**config.mk**
```make
export PLATFORM = sky130hd
export DESIGN_NAME = fetch_sequencer_flat
export DESIGN_NICKNAME = d
export VERILOG_FILES = /design/src/rtl/cpu_pkg.sv /design/src/rtl/fetch_sequencer_if.sv /design/src/rtl/fetch_sequencer_next_pc_mux.sv /design/src/rtl/fetch_sequencer.sv /design/src/flat_wrapper.sv
export SDC_FILE = /design/constraint.sdc
export NUM_CORES = 1
export LEC_CHECK = 0
export CAP_MARGIN = 20
export CORE_MARGIN = 3
export CORE_UTILIZATION = 38
export DETAILED_ROUTE_END_ITERATION = 7
export PLACE_DENSITY = 0.81
export SLEW_MARGIN = 20
export SYNTH_ARGS = -nofsm -noshare
export SYNTH_HDL_FRONTEND = slang
export SYNTH_HIERARCHICAL = 1
export SYNTH_SLANG_ARGS = --single-unit
```
**constraint.sdc**
```tcl
create_clock -name clk -period 2.85 [get_ports clk]
set_clock_uncertainty 0.2 [all_clocks]
set_input_delay 0.57 -clock clk [delete_from_list [all_inputs] [get_ports clk]]
set_output_delay 0.57 -clock clk [all_outputs]
set_load 0.05 [all_outputs]
```
**src/rtl/cpu_pkg.sv**
```systemverilog
// Shared CPU constants: fetch-sequencer state encoding and IF-block defaults.
package cpu_pkg;

   // Sizes shared with the IF block
   localparam int unsigned WIDTH_B_DEF   = 32;
   localparam int unsigned ADDR_B_DEF    = 10;
   localparam int unsigned DRAIN_CYC_DEF = 4;
   localparam logic [31:0] RESET_PC_DEF  = 32'h0000_0000;

   // run_cycles counter width
   localparam int unsigned RUN_CNT_W = 32;

   // Fetch sequencer states (plain constants so legacy tools can read them)
   localparam logic [2:0] ST_BOOT   = 3'd0;
   localparam logic [2:0] ST_RUN    = 3'd1;
   localparam logic [2:0] ST_DRAIN  = 3'd2;
   localparam logic [2:0] ST_HALTED = 3'd3;
   localparam logic [2:0] ST_STEP   = 3'd4;

endpackage

```
**src/rtl/fetch_sequencer_if.sv**
```systemverilog
// Fetch-control bundle between the sequencer and hazard/ID/EX/debug/IF logic.
interface fetch_sequencer_if #(
   parameter int unsigned width_B = 32
);
   logic [width_B-1:0] pc_current;
   logic               stall;
   logic               jump;
   logic [width_B-1:0] jump_target;
   logic               branch_taken;
   logic [width_B-1:0] branch_target;
   logic               halt_instr;
   logic               dbg_halt;
   logic               dbg_run;
   logic               dbg_step;
   logic [width_B-1:0] pc_next;
   logic               pc_write;
   logic               ifid_write;
   logic               flush_ifid;
   logic               flush_idex;
   logic               halted;
   logic [31:0]        run_cycles;

   // Sequencer side
   modport master (
      input  pc_current, stall, jump, jump_target, branch_taken, branch_target,
             halt_instr, dbg_halt, dbg_run, dbg_step,
      output pc_next, pc_write, ifid_write, flush_ifid, flush_idex, halted, run_cycles
   );

   // Surrounding pipeline / debugger side
   modport slave (
      output pc_current, stall, jump, jump_target, branch_taken, branch_target,
             halt_instr, dbg_halt, dbg_run, dbg_step,
      input  pc_next, pc_write, ifid_write, flush_ifid, flush_idex, halted, run_cycles
   );

endinterface

```
**src/rtl/fetch_sequencer_next_pc_mux.sv**
```systemverilog
// Next-PC priority select for a running cycle: branch (EX) > jump (ID) > stall > sequential.
// Result is masked to the instruction-memory address range.
module next_pc_mux #(
   parameter int unsigned width_B = 32,
   parameter int unsigned Addr_B  = 10
)(
   input  logic [width_B-1:0] i_pc_current,
   input  logic               i_stall,
   input  logic               i_jump,
   input  logic [width_B-1:0] i_jump_target,
   input  logic               i_branch_taken,
   input  logic [width_B-1:0] i_branch_target,
   output logic [width_B-1:0] o_pc_next,
   output logic               o_pc_write,
   output logic               o_ifid_write,
   output logic               o_flush_ifid,
   output logic               o_flush_idex
);

   localparam logic [width_B-1:0] ADDR_MASK = width_B'((64'd1 << Addr_B) - 64'd1);

   logic [width_B-1:0] w_raw_pc;

   // EX branch is older than the ID jump, so it wins over jump and stall
   always_comb begin
      w_raw_pc     = i_pc_current + width_B'(1);
      o_pc_write   = 1'b1;
      o_ifid_write = 1'b1;
      o_flush_ifid = 1'b0;
      o_flush_idex = 1'b0;
      if (i_branch_taken) begin
         w_raw_pc     = i_branch_target;
         o_flush_ifid = 1'b1;
         o_flush_idex = 1'b1;
      end else if (i_jump) begin
         w_raw_pc     = i_jump_target;
         o_flush_ifid = 1'b1;
      end else if (i_stall) begin
         o_pc_write   = 1'b0;
         o_ifid_write = 1'b0;
      end
   end

   // Sequential wrap at the top of memory falls out of the mask
   assign o_pc_next = w_raw_pc & ADDR_MASK;

endmodule

```
**src/rtl/fetch_sequencer.sv**
```systemverilog
// Instruction-fetch sequencer: boot, run, halt drain and debug run/step/halt control.
// All fetch-control outputs are combinational from state and inputs (0-cycle redirect).
module fetch_sequencer
   import cpu_pkg::*;
#(
   parameter int unsigned        width_B   = WIDTH_B_DEF,
   parameter int unsigned        Addr_B    = ADDR_B_DEF,
   parameter int unsigned        DRAIN_CYC = DRAIN_CYC_DEF,
   parameter logic [width_B-1:0] RESET_PC  = width_B'(RESET_PC_DEF)
)(
   input  logic              clk,
   input  logic              rst_n,
   fetch_sequencer_if.master io_bus
);

   localparam logic [width_B-1:0] ADDR_MASK  = width_B'((64'd1 << Addr_B) - 64'd1);
   localparam int unsigned        CNT_W      = (DRAIN_CYC < 2) ? 1 : $clog2(DRAIN_CYC + 1);
   localparam logic [CNT_W-1:0]   DRAIN_LOAD = CNT_W'(DRAIN_CYC);

   // Saturating increment for the run-cycle counter
   function automatic logic [RUN_CNT_W-1:0] sat_inc(input logic [RUN_CNT_W-1:0] v);
      return (&v) ? v : v + RUN_CNT_W'(1);
   endfunction

   logic [2:0]           r_state;
   logic [CNT_W-1:0]     r_cnt;
   logic [RUN_CNT_W-1:0] r_run_cycles;

   logic [2:0]           w_state_nxt;
   logic [CNT_W-1:0]     w_cnt_nxt;
   logic                 w_halt_req;

   logic [width_B-1:0]   w_mux_pc_next;
   logic                 w_mux_pc_write;
   logic                 w_mux_ifid_write;
   logic                 w_mux_flush_ifid;
   logic                 w_mux_flush_idex;

   logic [width_B-1:0]   w_pc_next;
   logic                 w_pc_write;
   logic                 w_ifid_write;
   logic                 w_flush_ifid;
   logic                 w_flush_idex;
   logic                 w_halted;

   next_pc_mux #(
      .width_B (width_B),
      .Addr_B  (Addr_B)
   ) u_next_pc_mux (
      .i_pc_current    (io_bus.pc_current),
      .i_stall         (io_bus.stall),
      .i_jump          (io_bus.jump),
      .i_jump_target   (io_bus.jump_target),
      .i_branch_taken  (io_bus.branch_taken),
      .i_branch_target (io_bus.branch_target),
      .o_pc_next       (w_mux_pc_next),
      .o_pc_write      (w_mux_pc_write),
      .o_ifid_write    (w_mux_ifid_write),
      .o_flush_ifid    (w_mux_flush_ifid),
      .o_flush_idex    (w_mux_flush_idex)
   );

   // A halt (opcode or debugger) only takes effect when the ID instruction is real and not squashed
   assign w_halt_req = (io_bus.halt_instr | io_bus.dbg_halt) & ~io_bus.stall & ~io_bus.branch_taken;

   // State decode: fetch-control outputs and next state/drain count
   always_comb begin
      w_pc_next    = io_bus.pc_current & ADDR_MASK;
      w_pc_write   = 1'b0;
      w_ifid_write = 1'b0;
      w_flush_ifid = 1'b0;
      w_flush_idex = 1'b0;
      w_halted     = 1'b0;
      w_state_nxt  = r_state;
      w_cnt_nxt    = r_cnt;
      case (r_state)
         ST_BOOT: begin
            w_pc_next    = RESET_PC & ADDR_MASK;
            w_pc_write   = 1'b1;
            w_ifid_write = 1'b1;
            w_flush_ifid = 1'b1;
            w_state_nxt  = io_bus.dbg_halt ? ST_HALTED : ST_RUN;
         end
         ST_RUN, ST_STEP: begin
            w_pc_next    = w_mux_pc_next;
            w_pc_write   = w_mux_pc_write;
            w_ifid_write = w_mux_ifid_write;
            w_flush_ifid = w_mux_flush_ifid;
            w_flush_idex = w_mux_flush_idex;
            if (w_halt_req) begin
               w_pc_write   = 1'b0;
               w_ifid_write = 1'b0;
               w_flush_ifid = 1'b1;
               w_state_nxt  = ST_DRAIN;
               w_cnt_nxt    = DRAIN_LOAD;
            end else if (r_state == ST_STEP) begin
               w_state_nxt  = ST_DRAIN;
               w_cnt_nxt    = DRAIN_LOAD;
            end
         end
         ST_DRAIN: begin
            w_flush_ifid = 1'b1;
            w_cnt_nxt    = r_cnt - CNT_W'(1);
            // Last drain cycle when the count is about to reach zero
            if (r_cnt <= CNT_W'(1)) begin
               w_cnt_nxt   = '0;
               w_state_nxt = ST_HALTED;
            end
         end
         ST_HALTED: begin
            w_halted     = 1'b1;
            w_flush_ifid = 1'b1;
            if (io_bus.dbg_step) begin
               w_state_nxt = ST_STEP;
            end else if (io_bus.dbg_run && !io_bus.dbg_halt) begin
               // Refetch the instruction the halt squashed, then run normally
               w_pc_write   = 1'b1;
               w_ifid_write = 1'b1;
               w_state_nxt  = ST_RUN;
            end
         end
         default: begin
            w_state_nxt = ST_BOOT;
            w_cnt_nxt   = '0;
         end
      endcase
   end

   // FSM state and drain counter
   always_ff @(posedge clk or negedge rst_n) begin
      if (!rst_n) begin
         r_state <= ST_BOOT;
         r_cnt   <= '0;
      end else begin
         r_state <= w_state_nxt;
         r_cnt   <= w_cnt_nxt;
      end
   end

   // Count cycles that actually advance the PC
   always_ff @(posedge clk or negedge rst_n) begin
      if (!rst_n) begin
         r_run_cycles <= '0;
      end else if (w_pc_write) begin
         r_run_cycles <= sat_inc(r_run_cycles);
      end
   end

   // Reset forces quiet outputs immediately, without waiting for a clock
   assign io_bus.pc_next    = rst_n ? w_pc_next : RESET_PC;
   assign io_bus.pc_write   = rst_n & w_pc_write;
   assign io_bus.ifid_write = rst_n & w_ifid_write;
   assign io_bus.flush_ifid = rst_n & w_flush_ifid;
   assign io_bus.flush_idex = rst_n & w_flush_idex;
   assign io_bus.halted     = rst_n & w_halted;
   assign io_bus.run_cycles = r_run_cycles;

endmodule

```
**src/flat_wrapper.sv**
```systemverilog
// flat-port wrapper written by rule: the top's interface ports become plain ports
module fetch_sequencer_flat import cpu_pkg::*;
#(
   parameter int unsigned        width_B   = WIDTH_B_DEF,
   parameter int unsigned        Addr_B    = ADDR_B_DEF,
   parameter int unsigned        DRAIN_CYC = DRAIN_CYC_DEF,
   parameter logic [width_B-1:0] RESET_PC  = width_B'(RESET_PC_DEF)
)
  (clk, rst_n, io_bus_pc_current, io_bus_stall, io_bus_jump, io_bus_jump_target, io_bus_branch_taken, io_bus_branch_target, io_bus_halt_instr, io_bus_dbg_halt, io_bus_dbg_run, io_bus_dbg_step, io_bus_pc_next, io_bus_pc_write, io_bus_ifid_write, io_bus_flush_ifid, io_bus_flush_idex, io_bus_halted, io_bus_run_cycles);
  fetch_sequencer_if #(.width_B(width_B)) io_bus_i ();
  input  logic clk;
  input  logic rst_n;
  input wire logic [$bits(io_bus_i.pc_current)-1:0] io_bus_pc_current;
  input wire logic [$bits(io_bus_i.stall)-1:0] io_bus_stall;
  input wire logic [$bits(io_bus_i.jump)-1:0] io_bus_jump;
  input wire logic [$bits(io_bus_i.jump_target)-1:0] io_bus_jump_target;
  input wire logic [$bits(io_bus_i.branch_taken)-1:0] io_bus_branch_taken;
  input wire logic [$bits(io_bus_i.branch_target)-1:0] io_bus_branch_target;
  input wire logic [$bits(io_bus_i.halt_instr)-1:0] io_bus_halt_instr;
  input wire logic [$bits(io_bus_i.dbg_halt)-1:0] io_bus_dbg_halt;
  input wire logic [$bits(io_bus_i.dbg_run)-1:0] io_bus_dbg_run;
  input wire logic [$bits(io_bus_i.dbg_step)-1:0] io_bus_dbg_step;
  output wire logic [$bits(io_bus_i.pc_next)-1:0] io_bus_pc_next;
  output wire logic [$bits(io_bus_i.pc_write)-1:0] io_bus_pc_write;
  output wire logic [$bits(io_bus_i.ifid_write)-1:0] io_bus_ifid_write;
  output wire logic [$bits(io_bus_i.flush_ifid)-1:0] io_bus_flush_ifid;
  output wire logic [$bits(io_bus_i.flush_idex)-1:0] io_bus_flush_idex;
  output wire logic [$bits(io_bus_i.halted)-1:0] io_bus_halted;
  output wire logic [$bits(io_bus_i.run_cycles)-1:0] io_bus_run_cycles;
  assign io_bus_i.pc_current = io_bus_pc_current;
  assign io_bus_i.stall = io_bus_stall;
  assign io_bus_i.jump = io_bus_jump;
  assign io_bus_i.jump_target = io_bus_jump_target;
  assign io_bus_i.branch_taken = io_bus_branch_taken;
  assign io_bus_i.branch_target = io_bus_branch_target;
  assign io_bus_i.halt_instr = io_bus_halt_instr;
  assign io_bus_i.dbg_halt = io_bus_dbg_halt;
  assign io_bus_i.dbg_run = io_bus_dbg_run;
  assign io_bus_i.dbg_step = io_bus_dbg_step;
  assign io_bus_pc_next = io_bus_i.pc_next;
  assign io_bus_pc_write = io_bus_i.pc_write;
  assign io_bus_ifid_write = io_bus_i.ifid_write;
  assign io_bus_flush_ifid = io_bus_i.flush_ifid;
  assign io_bus_flush_idex = io_bus_i.flush_idex;
  assign io_bus_halted = io_bus_i.halted;
  assign io_bus_run_cycles = io_bus_i.run_cycles;
  fetch_sequencer #(.width_B(width_B), .Addr_B(Addr_B), .DRAIN_CYC(DRAIN_CYC), .RESET_PC(RESET_PC)) u_core (.clk(clk), .rst_n(rst_n), .io_bus(io_bus_i));
endmodule
```
After elaboration in Yosys (flattened, before gate mapping):

Cells that the tools add are included.

* register bits: 38

* add/sub/neg operators: 3
* magnitude comparators: 1
* equal/unequal tests: 7
* multiplexer cells: 29
* bitwise logic cells: 11
* reductions and logical operators: 10

Operators by type and width (count)
* $add 32x1->32 const B: 1
* $reduce_and 32->1: 1
* $mux 10: 3
* $mux 3: 8
* $pmux 10 s2: 1
* $mux 1: 12
* $pmux 3 s4: 1
* $add 10x1->10 const B: 1
* $pmux 3 s3: 1
* $and 1x1->1: 6
* $eq 3x2->1 const B: 2
* $not 1->1: 4
* $reduce_and 2->1: 2
* $reduce_or 2->1: 2
* $eq 3x1->1 const B: 1
* $eq 3x3->1 const B: 1
* $le 3x1->1 const B: 1
* $logic_not 3->1: 1
* $ne 3x1->1 const B: 1
* $ne 3x2->1 const B: 1
* $pmux 1 s3: 1
* $reduce_and 3->1: 1
* $reduce_or 3->1: 1
* $sub 3x1->3 const B: 1
* other kinds (6): 6

Longest topological paths before layout:

Gate-level depths: netlist of run 1.

* word-level depth: 6
* depth in mapped cells: 8

Cells and area by module:

The synthesis of run 1 kept the hierarchy.

Modules (own cells, without submodules)
* fetch_sequencer: instances 1, cells an instance 252, area an instance 2324.7 µm², seq. area each 950.9 µm²
* next_pc_mux: instances 1, cells an instance 86, area an instance 583.1 µm², seq. area each 0.0 µm²

Worst setup path before layout of run 1:

Ideal clock, no wire load.

* path type: reg2out
* start point: register u_core.r_state[0]
* end point: output io_bus_halted
* arrival: 1.893 ns
* setup slack: 0.187 ns
* cell stages (with the launch flop): 4
* path buffers: 1
* cell sequence: dfrtp_1 > clkbuf_1 > nand2_1 > nor3b_1

* cells in the longest elaborated chain, start to end: 3

RTL lines
* start: declaration: RTL line fetch_sequencer.sv:25 `logic [2:0] r_state;`
* start signal: assignment: RTL line fetch_sequencer.sv:135 `r_state <= w_state_nxt;`
* $eq 3x2->1: RTL line fetch_sequencer.sv:76 `case (r_state)`
* $mux 1: RTL line fetch_sequencer.sv:76
* $and 1x1->1: RTL line fetch_sequencer.sv:155 `assign io_bus.halted = rst_n & w_halted;`
* end: declaration: RTL line flat_wrapper.sv:28 `output wire logic [$bits(io_bus_i.halted)-1:0] io_bus_halted;`

No other way between the ends.

Worst setup path in the final report of run 1:

* start point: input io_bus_pc_current[0]
* end point: output io_bus_pc_next[5]

* cells in the longest elaborated chain, start to end: 5

RTL lines
* start: declaration: RTL line flat_wrapper.sv:13 `input wire logic [$bits(io_bus_i.pc_current)-1:0] io_bus_pc_current;`
* $add 10x1->10: RTL line fetch_sequencer_next_pc_mux.sv:26 `w_raw_pc = i_pc_current + width_B'(1);`
* $mux 10: RTL line fetch_sequencer_next_pc_mux.sv:35 `end else if (i_jump) begin`
* $mux 10: RTL line fetch_sequencer_next_pc_mux.sv:31 `if (i_branch_taken) begin`
* via u_core.w_mux_pc_next[5]: RTL line fetch_sequencer.sv:33 `logic [width_B-1:0] w_mux_pc_next;`
* $pmux 10 s2: RTL line fetch_sequencer.sv:76
* $mux 10: RTL line fetch_sequencer.sv:150 `assign io_bus.pc_next = rst_n ? w_pc_next : RESET_PC;`
* end: declaration: RTL line flat_wrapper.sv:23 `output wire logic [$bits(io_bus_i.pc_next)-1:0] io_bus_pc_next;`

The timed path passes the listed nets, and every way through them passes these cells.

==> results of run 1 <==
worst max-delay path, delay by kind of cell:
family	cells	cell delay (ps)
simple gates	3	730
buf+inv	3	520
compound gates	1	180
report_power, final:
| part | internal [mW] | switching [mW] |
|---|---|---|
| Sequential | 0.621 | 0.114 |
| Combinational | 0.714 | 1.16 |
| Clock | 0.164 | 0.187 |
| Total | 1.50 | 1.46 |
routing by layer:
metal	share of wire, %	wire length (µm)	GRT usage, %
met4	0.57	45	3.05
met3	9.1	722	4.34
met1	43	3400	23.3
met2	47	3710	30.2
met5	0.16	13	0
metrics by stage:
stage                     utilization, %  total power [mW]  setup TNS [ps]  setup WS (ps)
after floorplan                        -              1.95               0            187
after global placement              54.8              2.56           -1380           -237
after detailed placement            54.8              2.60           -1850           -240
after CTS                           56.1              2.95               0           14.2
after global routing                56.4              3.11           -14.0          -9.79
final                               56.4              2.96               0           79.4
worst paths after layout:
path                                                    from                     endpoint  slack (ps)  cells after the start
min in group clk                             u_core/r_cnt[0]              u_core/r_cnt[0]         280                      1
worst max-delay path                    io_bus_pc_current[0]            io_bus_pc_next[5]          80                      7
worst min register to register               u_core/r_cnt[0]              u_core/r_cnt[0]         280                      1
worst min-delay path                                   rst_n            u_core/r_state[2]          70                      2
max in group asynchronous                              rst_n              u_core/r_cnt[1]        1800                      3
worst max register to register  u_core/io_bus.run_cycles[28]  u_core/io_bus.run_cycles[1]         360                      5
flip-flops by register name (all words and copies together), names as in the netlist:
signal                    count
u_core/io_bus.run_cycles     32
u_core/r_state                3
u_core/r_cnt                  3
final cells by class:
class	count	area, µm²	area share (%)
clock buffers	5	68.8	1.67
inverters	12	45.0	1.09
flip-flops and latches	38	951	23.0
clock inverters	2	10.0	0.242
well taps	99	124	3.00
repair buffers	108	1140	27.6
multi-input cells	272	1790	43.4
cell families (layout without fill, tap and decap cells):
logic type / Yosys count / count (layout) / synth area share, %
compound gates: 58 / 58 / 13.4
xor+xnor: 30 / 30 / 9.04
simple gates: 151 / 151 / 30.4
other cells: 1 / 22 / 0.129
fa+ha+maj: 3 / 3 / 1.29
buf+inv: 49 / 127 / 10.0
mux: 8 / 8 / 3.05
flops: 38 / 38 / 32.7
repair_timing:
item	in CTS	in global routing
resized for setup	15	16
pin swaps	2	8
setup endpoints to repair	13	13
hold buffers	0	0
cell usage after synthesis, drive strengths merged, types with 6 or more instances:
| master | count | share of area [%] |
|---|---|---|
| and4 | 6 | 1.8 |
| nand3 | 24 | 4.3 |
| nand4 | 17 | 3.9 |
| a21oi | 15 | 2.6 |
| o21ai | 10 | 1.7 |
| and3 | 10 | 2.2 |
| dfrtp | 38 | 33 |
| buf | 28 | 7.3 |
| nand2 | 26 | 3.6 |
| clkbuf | 9 | 1.2 |
| xnor2 | 27 | 8.1 |
| inv | 12 | 1.5 |
| and2 | 27 | 5.8 |
| a22o | 10 | 3.0 |
| nor2 | 11 | 1.7 |
==> flow_summary_export.csv, run 1 <==
group,metric,value,unit
layout,final_cells,536,
layout,area_growth,42.1,%
critical_path,slowest_delay,500,ps
cts,cts_tree,"yes",
cts,cts.sinks,38,
critical_path,worstPathCellList,"dlygate4sd2_1, buf_4, nand4_4, or4_4, nand3_1, a22o_1, buf_12",
logic_synthesis,netlist_area,2910,µm²
routing,drtIter0Drc,122,
logic_synthesis,synth-edff-count,0,
critical_path,critPathRequiredTime,2080,ps
critical_path,end_kind,"primary output",
routing,dr_total_vias,2778,
place,post-dp-hpwl,6.06,mm
layout,final_common_cell,"clkdlybuf4s50_1",
cts,root_buffer,"clkbuf_8",
routing,avgViaCountPerCell,5.18,
timing,min_period_over_period,97.2,%
power,total_leakage_power,1.73,nW
die,std_cell_rows,31,
critical_path,critPathLaunchType,"input pin",
logic_synthesis,ys_seq_elements,38,
timing,report.final.hold_viol_count,0,
place,dpl.cell_count,529,
timing,hold_slack,72.2,ps
timing,setup_viol,0,
grt,grt_pass1_vias,2725,
cts,postCtsSetupRepairBufs,0,
place,placed_cell_area,4020,µm²
die,start_util,39.7,%
logic_synthesis,ys.flop_type,"dfrtp_1",
routing,antenna_left,0,
layout,layout_common_cells,"clkdlybuf4s50_1, dfrtp_1, and2_1, xnor2_1, nand2_1",
cts,clk_pin_slew,70,ps
cts,cts_buffers,5,
die,die_h,93.5,µm
layout,antenna-diode-count,0,
timing,final_max_slew_viol_count,0,
cts,insertion_delay,290,ps
critical_path,critical-path-slowest-cell,"or4_4",
place,gp_congestion,0.919,
power,irDropWorstVdd,0.461,mV
routing,post_drt_wl_per_cell,14.7,µm
place,port_buffers,85,
timing,max_freq,361,MHz
timing,finalCriticalPeriod,2770,ps
cts,htreeDepth,2,
job,max_cap_violations,0,
timing,rsz0062_at_grt,"yes",
cts,cts_buffer_depth,2,
logic_synthesis,syn_avg_cell_area,8.60,µm²
critical_path,arrival,2000,ps
min_path,hold_path_class,"in2async",
die,fp.dieArea,8740,µm²
grt,grt_overflow,0,
logic_synthesis,async_flop_share,100,%
grt,track_usage,17.8,%
logic_synthesis,yosys.cell_types.count,54,
layout,layout-drive-gt1-share,15.8,%
timing,worst_slew_pin_slew,649,ps
layout,final_cell_area,4130,µm²
layout,finalNetCount,545,
logic_synthesis,ys_seq_area_share,32.7,%
logic_synthesis,synth_cells,338,
grt,antenna_found_initial,1,
die,boundaryPins,174,
routing,drtPass1Iterations,4,
critical_path,crit_path_max_fanout,6,
logic_synthesis,yosysWarnings,6,
grt,grt_max_degree,23,
critical_path,crit_type,"in2out",
die,die_w,93.5,µm
die,core_area,7330,µm²
routing,drcViolationCount,0,
grt,grt_pass1_wl,12.9,mm
layout,fillers,632,
power,p_per_area,715,nW/µm²
timing,slew_headroom,56.4,%
status,outcome,"complete, no violations",
routing,routed_wl,7.89,mm
No activity file was read; power rests on OpenSTA's default activity.
==> run 2: changes to the inputs <==
SLEW_MARGIN = unset   (was 20)
==> results of run 2 <==
Final layout, timing and power as in run 1 (identical DEF).
